## src/rtl/booth_mul_arbiter.sv

```systemverilog
// booth_mul_arbiter
//   Round-robin arbiter and sequencer that shares one Booth multiplier
//   datapath between NREQ requesters. One requester is granted at a time.
//   Its operands are muxed onto dp_data_in and the datapath is stepped
//   through clear, load and N add/sub/shift iterations. The 2N-bit product
//   is then returned with a one-cycle rsp_valid pulse.
//
// Parameters
//   N     operand width (must match the datapath)
//   NREQ  number of requesters, 2..8
//
// Ports
//   clk, clr              clock, synchronous active-high reset
//   req/opa/opb           per-requester request level and flattened operands
//   ack                   one-hot grant, high from grant through the response cycle
//   rsp_valid/id/prod     result pulse, served index, signed product (held)
//   busy                  high in every state except IDLE
//   dp_*  (out)           datapath control strobes and operand bus
//   dp_add/sub/eqz/out    datapath status and accumulator/product
//
// Optional feature
//   BOOTH_ARB_ZERO_BYPASS_EN : a grant whose opa or opb is zero skips the
//   datapath entirely and responds with a zero product in cycle 1.
//
// States
//   IDLE  | waiting for a request; arbitration happens here
//   CLEAR | clear accumulator and Q-1 flop, load the iteration counter
//   LOADQ | multiplier (opb) onto the datapath
//   LOADP | multiplicand (opa) onto the datapath
//   STEP  | one add/sub-or-shift iteration per cycle until the counter hits 0
//   CAPT  | register the datapath product
//   RESP  | response pulse, advance the round-robin pointer

module booth_mul_arbiter #(
  parameter int N    = 9,
  parameter int NREQ = 4
) (
  input  logic                     clk,
  input  logic                     clr,
  input  logic [NREQ-1:0]          req,
  input  logic [NREQ*N-1:0]        opa,
  input  logic [NREQ*N-1:0]        opb,
  output logic [NREQ-1:0]          ack,
  output logic                     rsp_valid,
  output logic [$clog2(NREQ)-1:0]  rsp_id,
  output logic [2*N-1:0]           rsp_prod,
  output logic                     busy,
  output logic                     dp_clr,
  output logic                     dp_clr_f,
  output logic                     dp_ld_cnt,
  output logic                     dp_ld_q,
  output logic                     dp_ld_p,
  output logic                     dp_ld_r,
  output logic                     dp_shift,
  output logic                     dp_ld,
  output logic                     dp_dec,
  output logic [N-1:0]             dp_data_in,
  input  logic                     dp_add,
  input  logic                     dp_sub,
  input  logic                     dp_eqz,
  input  logic [2*N-1:0]           dp_out
);

  localparam int IW = $clog2(NREQ);

  typedef enum logic [2:0] {
    S_IDLE  = 3'd0,
    S_CLEAR = 3'd1,
    S_LOADQ = 3'd2,
    S_LOADP = 3'd3,
    S_STEP  = 3'd4,
    S_CAPT  = 3'd5,
    S_RESP  = 3'd6
  } state_t;

  state_t        state, state_nx;
  logic [IW-1:0] grant;
  logic [IW-1:0] rr_ptr;
  logic [IW-1:0] pick;
  logic          found;
  logic [N-1:0]  sel_a, sel_b;
  int            cand;

  // Round-robin search: first requesting index at or above rr_ptr, wrapping.
  always_comb begin
    found = 1'b0;
    pick  = '0;
    cand  = 0;
    for (int k = 0; k < NREQ; k++) begin
      cand = int'(rr_ptr) + k;
      if (cand >= NREQ) cand = cand - NREQ;
      for (int i = 0; i < NREQ; i++) begin
        if (!found && req[i] && (i == cand)) begin
          found = 1'b1;
          pick  = IW'(i);
        end
      end
    end
  end

  // Operand mux for the latched grant.
  always_comb begin
    sel_a = '0;
    sel_b = '0;
    for (int i = 0; i < NREQ; i++) begin
      if (grant == IW'(i)) begin
        sel_a = opa[i*N +: N];
        sel_b = opb[i*N +: N];
      end
    end
  end

`ifdef BOOTH_ARB_ZERO_BYPASS_EN
  logic [N-1:0] pick_a, pick_b;
  logic         pick_zero;

  // Operands of the requester about to be granted, checked before the grant.
  always_comb begin
    pick_a = '0;
    pick_b = '0;
    for (int i = 0; i < NREQ; i++) begin
      if (pick == IW'(i)) begin
        pick_a = opa[i*N +: N];
        pick_b = opb[i*N +: N];
      end
    end
    pick_zero = (pick_a == '0) || (pick_b == '0);
  end
`endif

  always_ff @(posedge clk) begin
    if (clr) begin
      state    <= S_IDLE;
      grant    <= '0;
      rr_ptr   <= '0;
      rsp_prod <= '0;
    end else begin
      state <= state_nx;
      if (state == S_IDLE && found) grant <= pick;
      if (state == S_CAPT) rsp_prod <= dp_out;
`ifdef BOOTH_ARB_ZERO_BYPASS_EN
      if (state == S_IDLE && found && pick_zero) rsp_prod <= '0;
`endif
      if (state == S_RESP) begin
        rr_ptr <= (grant == IW'(NREQ-1)) ? '0 : grant + 1'b1;
      end
    end
  end

  always_comb begin
    state_nx   = state;
    dp_clr     = 1'b0;
    dp_clr_f   = 1'b0;
    dp_ld_cnt  = 1'b0;
    dp_ld_q    = 1'b0;
    dp_ld_p    = 1'b0;
    dp_ld_r    = 1'b0;
    dp_shift   = 1'b0;
    dp_ld      = 1'b0;
    dp_dec     = 1'b0;
    dp_data_in = '0;
    rsp_valid  = 1'b0;
    case (state)
      S_IDLE: begin
        if (found) begin
`ifdef BOOTH_ARB_ZERO_BYPASS_EN
          state_nx = pick_zero ? S_RESP : S_CLEAR;
`else
          state_nx = S_CLEAR;
`endif
        end
      end
      S_CLEAR: begin
        dp_clr    = 1'b1;
        dp_clr_f  = 1'b1;
        dp_ld_cnt = 1'b1;
        state_nx  = S_LOADQ;
      end
      S_LOADQ: begin
        dp_data_in = sel_b;
        dp_ld_q    = 1'b1;
        state_nx   = S_LOADP;
      end
      S_LOADP: begin
        dp_data_in = sel_a;
        dp_ld_p    = 1'b1;
        state_nx   = S_STEP;
      end
      S_STEP: begin
        if (!dp_eqz) begin
          dp_dec   = 1'b1;
          dp_ld    = 1'b1;
          // Booth pair 01/10 needs an add/sub; 00/11 is a pure shift.
          dp_ld_r  = dp_add | dp_sub;
          dp_shift = ~(dp_add | dp_sub);
        end else begin
          state_nx = S_CAPT;
        end
      end
      S_CAPT: state_nx = S_RESP;
      S_RESP: begin
        rsp_valid = 1'b1;
        state_nx  = S_IDLE;
      end
      default: state_nx = S_IDLE;
    endcase
  end

  assign busy   = (state != S_IDLE);
  assign rsp_id = grant;

  always_comb begin
    ack = '0;
    for (int i = 0; i < NREQ; i++) begin
      ack[i] = busy && (grant == IW'(i));
    end
  end

endmodule
```

## config.mk

```make
export PLATFORM = sky130hd
export DESIGN_NAME = booth_mul_arbiter
export DESIGN_NICKNAME = d
export VERILOG_FILES = /design/src/rtl/booth_mul_arbiter.sv
export SDC_FILE = /design/constraint.sdc
export NUM_CORES = 1
export LEC_CHECK = 0
export CAP_MARGIN = 0
export CORE_MARGIN = 3
export CORE_UTILIZATION = 36
export CTS_CLUSTER_SIZE = 20
export DETAILED_ROUTE_END_ITERATION = 8
export GPL_TIMING_DRIVEN = 1
export PLACE_DENSITY = 0.95
export SLEW_MARGIN = 20
export SYNTH_ARGS = -nofsm -noshare
export SYNTH_HDL_FRONTEND = slang
export SYNTH_SLANG_ARGS = --single-unit
export TNS_END_PERCENT = 20
```

## constraint.sdc

```tcl
create_clock -name clk -period 3.25 [get_ports clk]
set_clock_uncertainty 0.1 [all_clocks]
set_input_delay 0.325 -clock clk [delete_from_list [all_inputs] [get_ports clk]]
set_output_delay 0.325 -clock clk [all_outputs]
set_load 0.05 [all_outputs]
```

## Word level (Yosys, flattened, before mapping)

Cells that the tools add are included.

- Bitwise logic cells: 2
- Order comparisons: 4
- Add/sub/neg operators: 8
- Equality and inequality tests: 23
- Multiplexer cells: 58
- Reductions and logical operators: 59

Operators by type and width:

| kind | number |
|---|---|
| $eq A3 B32 Y1 const A | 8 |
| $eq A2 B32 Y1 const A | 4 |
| $logic_not A32 Y1 | 4 |
| $mux W32 | 4 |
| $mux W9 | 8 |
| $logic_and A1 B1 Y1 | 36 |
| $mux W2 | 15 |
| $mux W1 | 27 |
| $pmux W3 S6 | 1 |
| $pmux W9 S2 | 1 |
| $logic_not A1 Y1 | 15 |
| $sub A3 B3 Y4 const B | 3 |
| $eq A3 B3 Y1 const B | 3 |
| $ge A3 B3 Y1 const B | 3 |
| $add A2 B2 Y3 const B | 2 |
| $eq A3 B2 Y1 const B | 2 |
| $mux W3 | 2 |
| $eq A2 B2 Y1 const B | 2 |
| $ne A2 B2 Y1 const B | 2 |
| $sub A2 B3 Y4 const B | 1 |
| $add A2 B1 Y3 const B | 1 |
| $eq A3 B1 Y1 const B | 1 |
| $ge A2 B3 Y1 const B | 1 |
| $logic_not A3 Y1 | 1 |
| 7 further kinds | 7 |

- Bits in registers: 25
- Output and inout bits: 44
- Input bits: 99
- Word-level logic and storage cells: 158

## Depth between registers and ports, before layout

Gate-level depths: netlist of the first run.

- Depth after elaboration: 67
- Depth in mapped cells: 8
- Depth with buffers taken out: 6

## Least setup slack after synthesis of the first run

OpenSTA, ideal clock, no wires.

- Path kind: register -> output
- From: register grant[1] (netlist: rsp_id[1])
- To: output dp_data_in[8]
- Data arrival time: 2.825 ns
- Required time: 2.825 ns
- Path buffers: 1
- Path slack: 0.000 ns
- Cell stages (with the launch flop): 8
- Path through: dfxtp_1 inv_1 ha_1 clkbuf_1 nand3b_1 a31oi_1 a221oi_1 a211oi_1

- Longest elaborated chain between the ends: 6
- Elaborated cells between the ends (all ways): 13
- Classes of those cells: eq/ne: 3; mux: 9; reduce/logical: 1

Ends and longest elaborated chain:

| what | RTL line | RTL |
|---|---|---|
| start: declaration | 77 | `logic [IW-1:0] grant;` |
| start signal: assignment | 139 | `if (state == S_IDLE && found) grant <= pick;` |
| $logic_not A2 Y1 | 106 | `if (grant == IW'(i)) begin` |
| $mux W9 (4 in a row) | 106 |  |
| $pmux W9 S2 (*) | 163 | `case (state)` |
| end: declaration | 57 | `output logic [N-1:0] dp_data_in,` |

Every way passes the cells marked *; elsewhere a longest branch is shown, timed or not.

## Final worst setup path of the first run

- From: register grant[0] (netlist: rsp_id[0])
- To: output dp_data_in[8]

Same word-level chain as after synthesis.

==> results of run 1 <==
==> flip-flops by register name (all words and copies together), names as in the netlist <==
signal	count
rsp_id	2
state	3
rr_ptr	2
rsp_prod	18
==> cells by family (layout without fill, tap and decap cells) <==
kind of cell | count (synthesis) | in the layout | synth area share (%)
buffers and inverters | 34 | 163 | 9.067
and+or+nand+nor | 90 | 90 | 22.77
muxes | 19 | 19 | 10.98
adders and majority gates | 4 | 4 | 2.727
DFF | 25 | 25 | 27.27
AOI/OAI and AO/OA | 76 | 76 | 27.20
==> path summary, 6_finish.rpt <==
path | start | endpoint | slack [ns] | cells past startpoint
max | rsp_id[0] | dp_data_in[8] | 0.43 | 8
min | rsp_prod[17] | rsp_prod[17] | 0.36 | 2
max reg2reg | state[0] | rsp_prod[3] | 1.38 | 4
min reg2reg | rsp_prod[17] | rsp_prod[17] | 0.36 | 2
==> critical path: stages (launching register included) <==
cell,delay [ns]
dfxtp_1,0.42
ha_1,0.18
buf_4,0.23
nor2b_1,0.07
buf_4,0.19
a221o_1,0.32
a221oi_1,0.41
a211oi_2,0.11
buf_12,0.17
==> layout by cell type (no fill, tap or decap), drive strengths merged, types with 4 or more instances in the layout <==
master / n
a211o: 8
a21oi: 39
a221oi: 9
a22oi: 8
buf: 15
clkdlybuf4s50: 133
dfxtp: 25
ha: 4
inv: 11
mux2: 9
mux2i: 10
nand2: 57
nand2b: 4
nor2: 8
nor2b: 8
nor3: 4
==> report_power, final <==
group	leakage [nW]	internal, mW	total (mW)	switching (mW)
clock network	0.0255	0.0858	0.185	0.0988
logic	1.04	0.293	0.587	0.295
registers	0.203	0.316	0.336	0.0196
total	1.27	0.694	1.11	0.413
==> per-layer routing <==
| layer | vias up | track usage [%] |
|---|---|---|
| met5 | - | 0 |
| met4 | 0 | 7.473 |
| met3 | 12 | 6.497 |
| met2 | 114 | 41.02 |
| met1 | 1010 | 25.14 |
| li1 | 1124 | - |
==> through the flow <==
stage               util (%)  hold slack (ns)  power, mW
finish                 70.65           0.3590      1.107
global route           70.65           0.3882      1.166
CTS                    70.65           0.3637      1.116
detailed placement     69.69           0.3526     0.9306
global placement       69.69           0.3404     0.9179
floorplan                  -           0.3610     0.6725
==> final cells by class <==
cell class / instances / area (um^2) / area share, %
timing repair buffer: 148 / 1556 / 45.74
multi-input combinational: 189 / 1174 / 34.49
clock buffer: 3 / 41.29 / 1.213
sequential: 25 / 501.7 / 14.74
inverter: 11 / 41.29 / 1.213
tap: 67 / 83.83 / 2.463
clock inverter: 1 / 5.005 / 0.1471
==> results.txt, run 1 <==
----------------------------------------------------
[Clocking]
  Hold-fix buffers, CTS ... 0
  Sink count of the clock tree ... 25
  Source-to-sink clock delay at the later pin of the worst-skew pair ... 0.27 ns
  Post-cts repair resize count ... 0
  Level count of the clock H-tree ... 1
  Number of buffers inserted to repair setup after CTS ... 0
  Number of buffers created by CTS ... 3
  Clock transition at path regs ... 0.08 ns
  Clock tree from TritonCTS ... built
  Root buf cell ... clkbuf_8
  Max clock buf depth ... 2

[Route]
  Total iterations of the first detailed-routing run ... 4
  Detailed Route WL ... 6.839 mm
  Uppermost layer routed ... met4
  Average vias per placed instance ... 5.090
  Total length of routed met2 wires ... 3.448 mm
  Average detailed-routed wire length per instance ... 15.40 um
  Count of vias placed by the detailed router ... 2260
  Routed length on met1 ... 2.651 mm
  DRC violation count after routing ... 0
  Detailed route wirelength on metal3 ... 609 um
  Final ANT Viol Nets ... 0
  Initial DRC Count ... 58

[Run]
  Max Cap Violations ... 0

[Die]
  Chip width ... 77.41 um
  Area enclosed by the die boundary ... 0.005992 mm^2
  Die height ... 77.41 um
  Top-Level Pins ... 143
  Standard-cell rows ... 25
  Placeable core area ... 0.004817 mm^2
  Effective utilization at floorplan ... 38.10%

[Logic synthesis]
  Post-synth net total ... 351
  Count of unique library cells instantiated by Yosys ... 39
  Cell count after synthesis ... 248
  Register bit total from synthesis ... 25
  Most frequent cell after synthesis ... nand2_1
  Combined area of all synthesized cells ... 0.001836 mm^2
  Register area share after synthesis ... 27.27%
  Post-synth top area cell ... dfxtp_1
  Post-synthesis area per instance ... 7.401 um^2
  Top FF cell, synth ... dfxtp_1
  Share of synthesized flip-flops with an asynchronous set or reset ... 0%
  Most frequent cells after synthesis ... nand2_1, a21oi_1, dfxtp_1
  Warnings, synthesis ... 0
  Post-synth EDFFs ... 0
  Top-area cell type share of the netlist area ... 27.27%
  Synth top area cells ... dfxtp_1, nand2_1, a21oi_1, mux2_2, mux2i_1

[Power]
  Leakage dissipation ... 1.269 nW
  Power per standard cell area ... 325.3 mW/mm^2
  Highest ir drop seen on vdd ... 0.2714 mV

[STA]
  Final setup margin ... 0.4337 ns
  Number of hold violations in the final report ... 0
  Setup TNS ... 0 ns
  Max frequency ... 355.1 MHz
  Number of slew-limit violations in the final report ... 0
  Final number of setup-violating endpoints ... 0
  Unrepaired setup endpoints after global routing ... false
  Headroom to the max-slew limit ... 40.08%
  Shortest clock period the worst path allows after layout ... 2.816 ns
  Transition time at the pin with the least slew margin ... 0.8959 ns
  Final worst path period share ... 86.66%

[Worst setup path]
  Arrival time worst endpoint ... 2.39 ns
  Required time of the worst setup path ... 2.82 ns
  Worst setup path category ... reg2out
  Type of origin of the critical path ... flip-flop
  Type of destination of the critical path ... primary output
  Biggest fanout along the worst timing path ... 21

[Global routing]
  Antenna violations before repair ... 0
  Global-route wire length before repair ... 11.19 mm
  GRT Overall Usage ... 22.61%
  Number of global-route vias before repair ... 2359
  Maximum number of pins on one net before global-route repair ... 26
  Total gr overflow ... 0

[Placed design]
  Post-detail-place hpwl ... 5.523 mm
  Input/output buffers ... 142
  Placer congestion estimate ... 0.8415
  Worst setup timing slack at the placement stage ... 0.6771 ns
  Total placed instance area ... 0.003357 mm^2
  Placed Cells incl. Taps ... 440

[Cells and area]
  Summed area of non-filler cells in the final layout ... 0.003403 mm^2
  Count of inserted antenna diode cells ... 0
  Non-Filler Instances ... 444
  Share of layout cells above drive strength 1 ... 9.814%
  Area growth from synthesis to final layout ... 85.41%
  Number of fillers in the final layout ... 416
  Final net count ... 481

[Outcome]
  Status ... complete, no violations

[Min path]
  Min-delay worst type ... reg2reg

----------------------------------------------------
Note: power is estimated with default switching activity, not from simulation.
==> inputs of run 2 (changes only) <==
--- a/config.mk
+++ b/config.mk
@@ -10,8 +10,9 @@
 export CORE_UTILIZATION = 36
 export CTS_CLUSTER_SIZE = 20
 export DETAILED_ROUTE_END_ITERATION = 8
-export GPL_TIMING_DRIVEN = 1
+export GPL_TIMING_DRIVEN = 0
 export PLACE_DENSITY = 0.95
+export SETUP_SLACK_MARGIN = 0.4
 export SLEW_MARGIN = 20
 export SYNTH_ARGS = -nofsm -noshare
 export SYNTH_HDL_FRONTEND = slang
==> results.txt, run 2 (same netlist as run 1, synthesis figures left out) <==
----------------------------------------------------
[Min path]
  Min-delay worst type ... in2reg
  Launch instance of the worst min-delay path ... clr
  Worst hold stages ... 2 (unchanged)

[Die]
  Chip width ... 77.41 um (unchanged)
  Standard-cell rows ... 25 (unchanged)
  Placeable core area ... 0.004817 mm^2 (unchanged)
  Effective utilization at floorplan ... 38.10% (unchanged)
  Die height ... 77.41 um (unchanged)
  Top-Level Pins ... 143 (unchanged)
  Area enclosed by the die boundary ... 0.005992 mm^2 (unchanged)

[Worst setup path]
  Arrival time worst endpoint ... 2.38 ns (about the same)
  Type of origin of the critical path ... flip-flop
  Series of cell instances along the critical path ... buf_6 > clkbuf_1 > or3_1 > nor3_1 > clkdlybuf4s50_1
  Critical path buffer and inverter count ... 3 (unchanged)
  Reg-to-reg startpoint ... state[0]
  Biggest fanout along the worst timing path ... 10 (-52%)
  Type of destination of the critical path ... primary output
  Number of cells on the worst reg-to-reg path ... 5 (+1)
  Crit-path leading delay family ... buffers and inverters
  Number of cells on the critical path ... 5 (-3)
  Slack of the worst reg-to-reg path ... 1.56 ns (+0.18 ns)
  Worst setup path category ... reg2out
  Largest stage delay on the critical path ... 0.83 ns (+0.41 ns)
  Required time of the worst setup path ... 2.82 ns (about the same)
  Cell with the biggest individual delay on the critical path ... clkdlybuf4s50_1
  Worst Setup SP ... state[0]

[Clocking]
  Number of buffers inserted to repair setup after CTS ... 0 (unchanged)
  Source-to-sink clock delay at the later pin of the worst-skew pair ... 0.26 ns (about the same)
  Sink count of the clock tree ... 25 (unchanged)
  Root buf cell ... clkbuf_8
  Clock tree from TritonCTS ... built
  Clock transition at path regs ... 0.08 ns (about the same)
  Level count of the clock H-tree ... 1 (unchanged)
  Number of buffers created by CTS ... 3 (unchanged)
  Max clock buf depth ... 2 (unchanged)

[Global routing]
  Total gr overflow ... 0 (unchanged)
  GRT Overall Usage ... 22.16% (-0.45 points)
  Number of global-route vias before repair ... 2417 (+2.5%)
  Maximum number of pins on one net before global-route repair ... 14 (-46%)
  Antenna violations before repair ... 0 (unchanged)
  Global-route wire length before repair ... 11.00 mm (-1.7%)

[Cells and area]
  Storage cell area ... 501.7 um^2 (unchanged)
  Final net count ... 497 (+3.3%)
  Summed area of non-filler cells in the final layout ... 0.003347 mm^2 (-1.7%)
  Flip-flop count of the largest register, all copies and words added ... 18 (unchanged)
  Core occupancy in the finished layout ... 69.48% (-1.2 points)
  Share of layout cells above drive strength 1 ... 10.69% (+0.87 points)
  Most common cell after layout, fill and taps aside ... clkdlybuf4s50_1
  Count of inserted antenna diode cells ... 0 (unchanged)
  Area of the multi-input gates ... 0.001180 mm^2 (+0.53%)
  Commonest cells after routing, fill and taps aside ... clkdlybuf4s50_1, nand2_1, a21oi_1
  Register with the most flip-flops ... rsp_prod
  Area growth from synthesis to final layout ... 82.34%
  Biggest regs ... rsp_prod (18), state (3)
  Number of fillers in the final layout ... 413 (-0.72%)

[Route]
  Average detailed-routed wire length per instance ... 14.91 um (-3.2%)
  Total iterations of the first detailed-routing run ... 5 (+1)
  Detailed Route WL ... 6.858 mm (+0.28%)
  DRC violation count after routing ... 0 (unchanged)
  Count of vias placed by the detailed router ... 2303 (+1.9%)
  Initial DRC Count ... 64 (+10%)
  Final ANT Viol Nets ... 0 (unchanged)
  Average vias per placed instance ... 5.007 (-1.6%)

[Power]
  Switching Share ... 37.69% (+0.40 points)
  Portion of total power attributed to sequential cells ... 30.2% (about the same)
  Clock network fraction of design power ... 16.6% (about the same)
  Combinational power share ... 53.2% (+0.2 points)
  Leakage dissipation ... 1.272 nW (+0.30%)
  Sw power ... 408.2 uW (-1.1%)
  Highest ir drop seen on vdd ... 0.3087 mV (+14%)
  Power per standard cell area ... 323.6 mW/mm^2 (-0.54%)
  Internal Pwr Total ... 674.8 uW (-2.8%)

[Placed design]
  Placer congestion estimate ... 0.8266 (-1.8%)
  Post-detail-place hpwl ... 5.715 mm (+3.5%)
  Total placed instance area ... 0.003336 mm^2 (-0.63%)
  Input/output buffers ... 141 (-0.70%)

[STA]
  Shortest clock period the worst path allows after layout ... 2.809 ns (-0.007097 ns)
  Unrepaired setup endpoints after global routing ... true
  Max frequency ... 356.0 MHz (+0.25%)
  Headroom to the max-slew limit ... 64.84% (+25 points)
  Final number of setup-violating endpoints ... 0 (unchanged)
  Number of hold violations in the final report ... 0 (unchanged)
  Final worst path period share ... 86.44% (-0.22 points)
  Setup TNS ... 0 ns (unchanged)
  Transition time at the pin with the least slew margin ... 0.5258 ns (-0.3701 ns)
  Number of slew-limit violations in the final report ... 0 (unchanged)

[Run]
  Max Cap Violations ... 0 (unchanged)

[Outcome]
  Status ... complete, no violations

----------------------------------------------------
## run 2: cell count changes in the layout (fill, tap and decap cells not counted), sizes merged
cell / previous run / this run
clkinv: 1 / 0
clkbuf: 3 / 22
buf: 15 / 14
dlygate4sd2: 0 / 1
clkdlybuf4s50: 133 / 131
## run 2: area by class of cell
| type | instances | area share [%] |
|---|---|---|
| inverter | 11 | 1.234 |
| sequential | 25 | 14.99 |
| timing repair buffer | 141 | 40.93 |
| buffer | 23 | 3.738 |
| tap | 67 | 2.505 |
| clock buffer | 4 | 1.346 |
| multi-input combinational | 189 | 35.25 |
## run 2: power groups by stage
stage / Sequential [mW] / Clock [mW] / Combinational, mW
after global placement: 0.333 / 0 / 0.572
after detailed placement: 0.334 / 0 / 0.584
after CTS: 0.327 / 0.184 / 0.580
after floorplan: 0.352 / 0 / 0.320
after global routing: 0.329 / 0.194 / 0.615
final: 0.327 / 0.180 / 0.577
## run 2: worst paths after layout
check | to
max | dp_shift
min | rsp_prod[12]
max reg2reg | rsp_id[1]
min reg2reg | rsp_prod[3]
## run 2: timing repair
item / CTS / global route
hold buffers: 0 / 0
resized for setup: 15 / 21
setup endpoints to repair: 10 / 15
## run 2: layer usage
metal / global-route usage [%] / up-vias / routed length [um]
met5: 0 / - / 0
met4: 6.584 / 0 / 140
met3: 6.845 / 14 / 585
met2: 41.45 / 102 / 3513
met1: 23.62 / 1024 / 2620
li1: - / 1163 / -
## run 2: stage by stage
stage | worst slack (ns) | hold WS (ns) | power, mW | instances
floorplan | 0.2940 | 0.3610 | 0.6725 | 248
global placement | 0.2097 | 0.3406 | 0.9056 | 456
detailed placement | 0.1860 | 0.3472 | 0.9180 | 456
CTS | 0.2387 | 0.3019 | 1.090 | 460
global route | 0.3012 | 0.3442 | 1.138 | 460
finish | 0.4408 | 0.3100 | 1.083 | 460
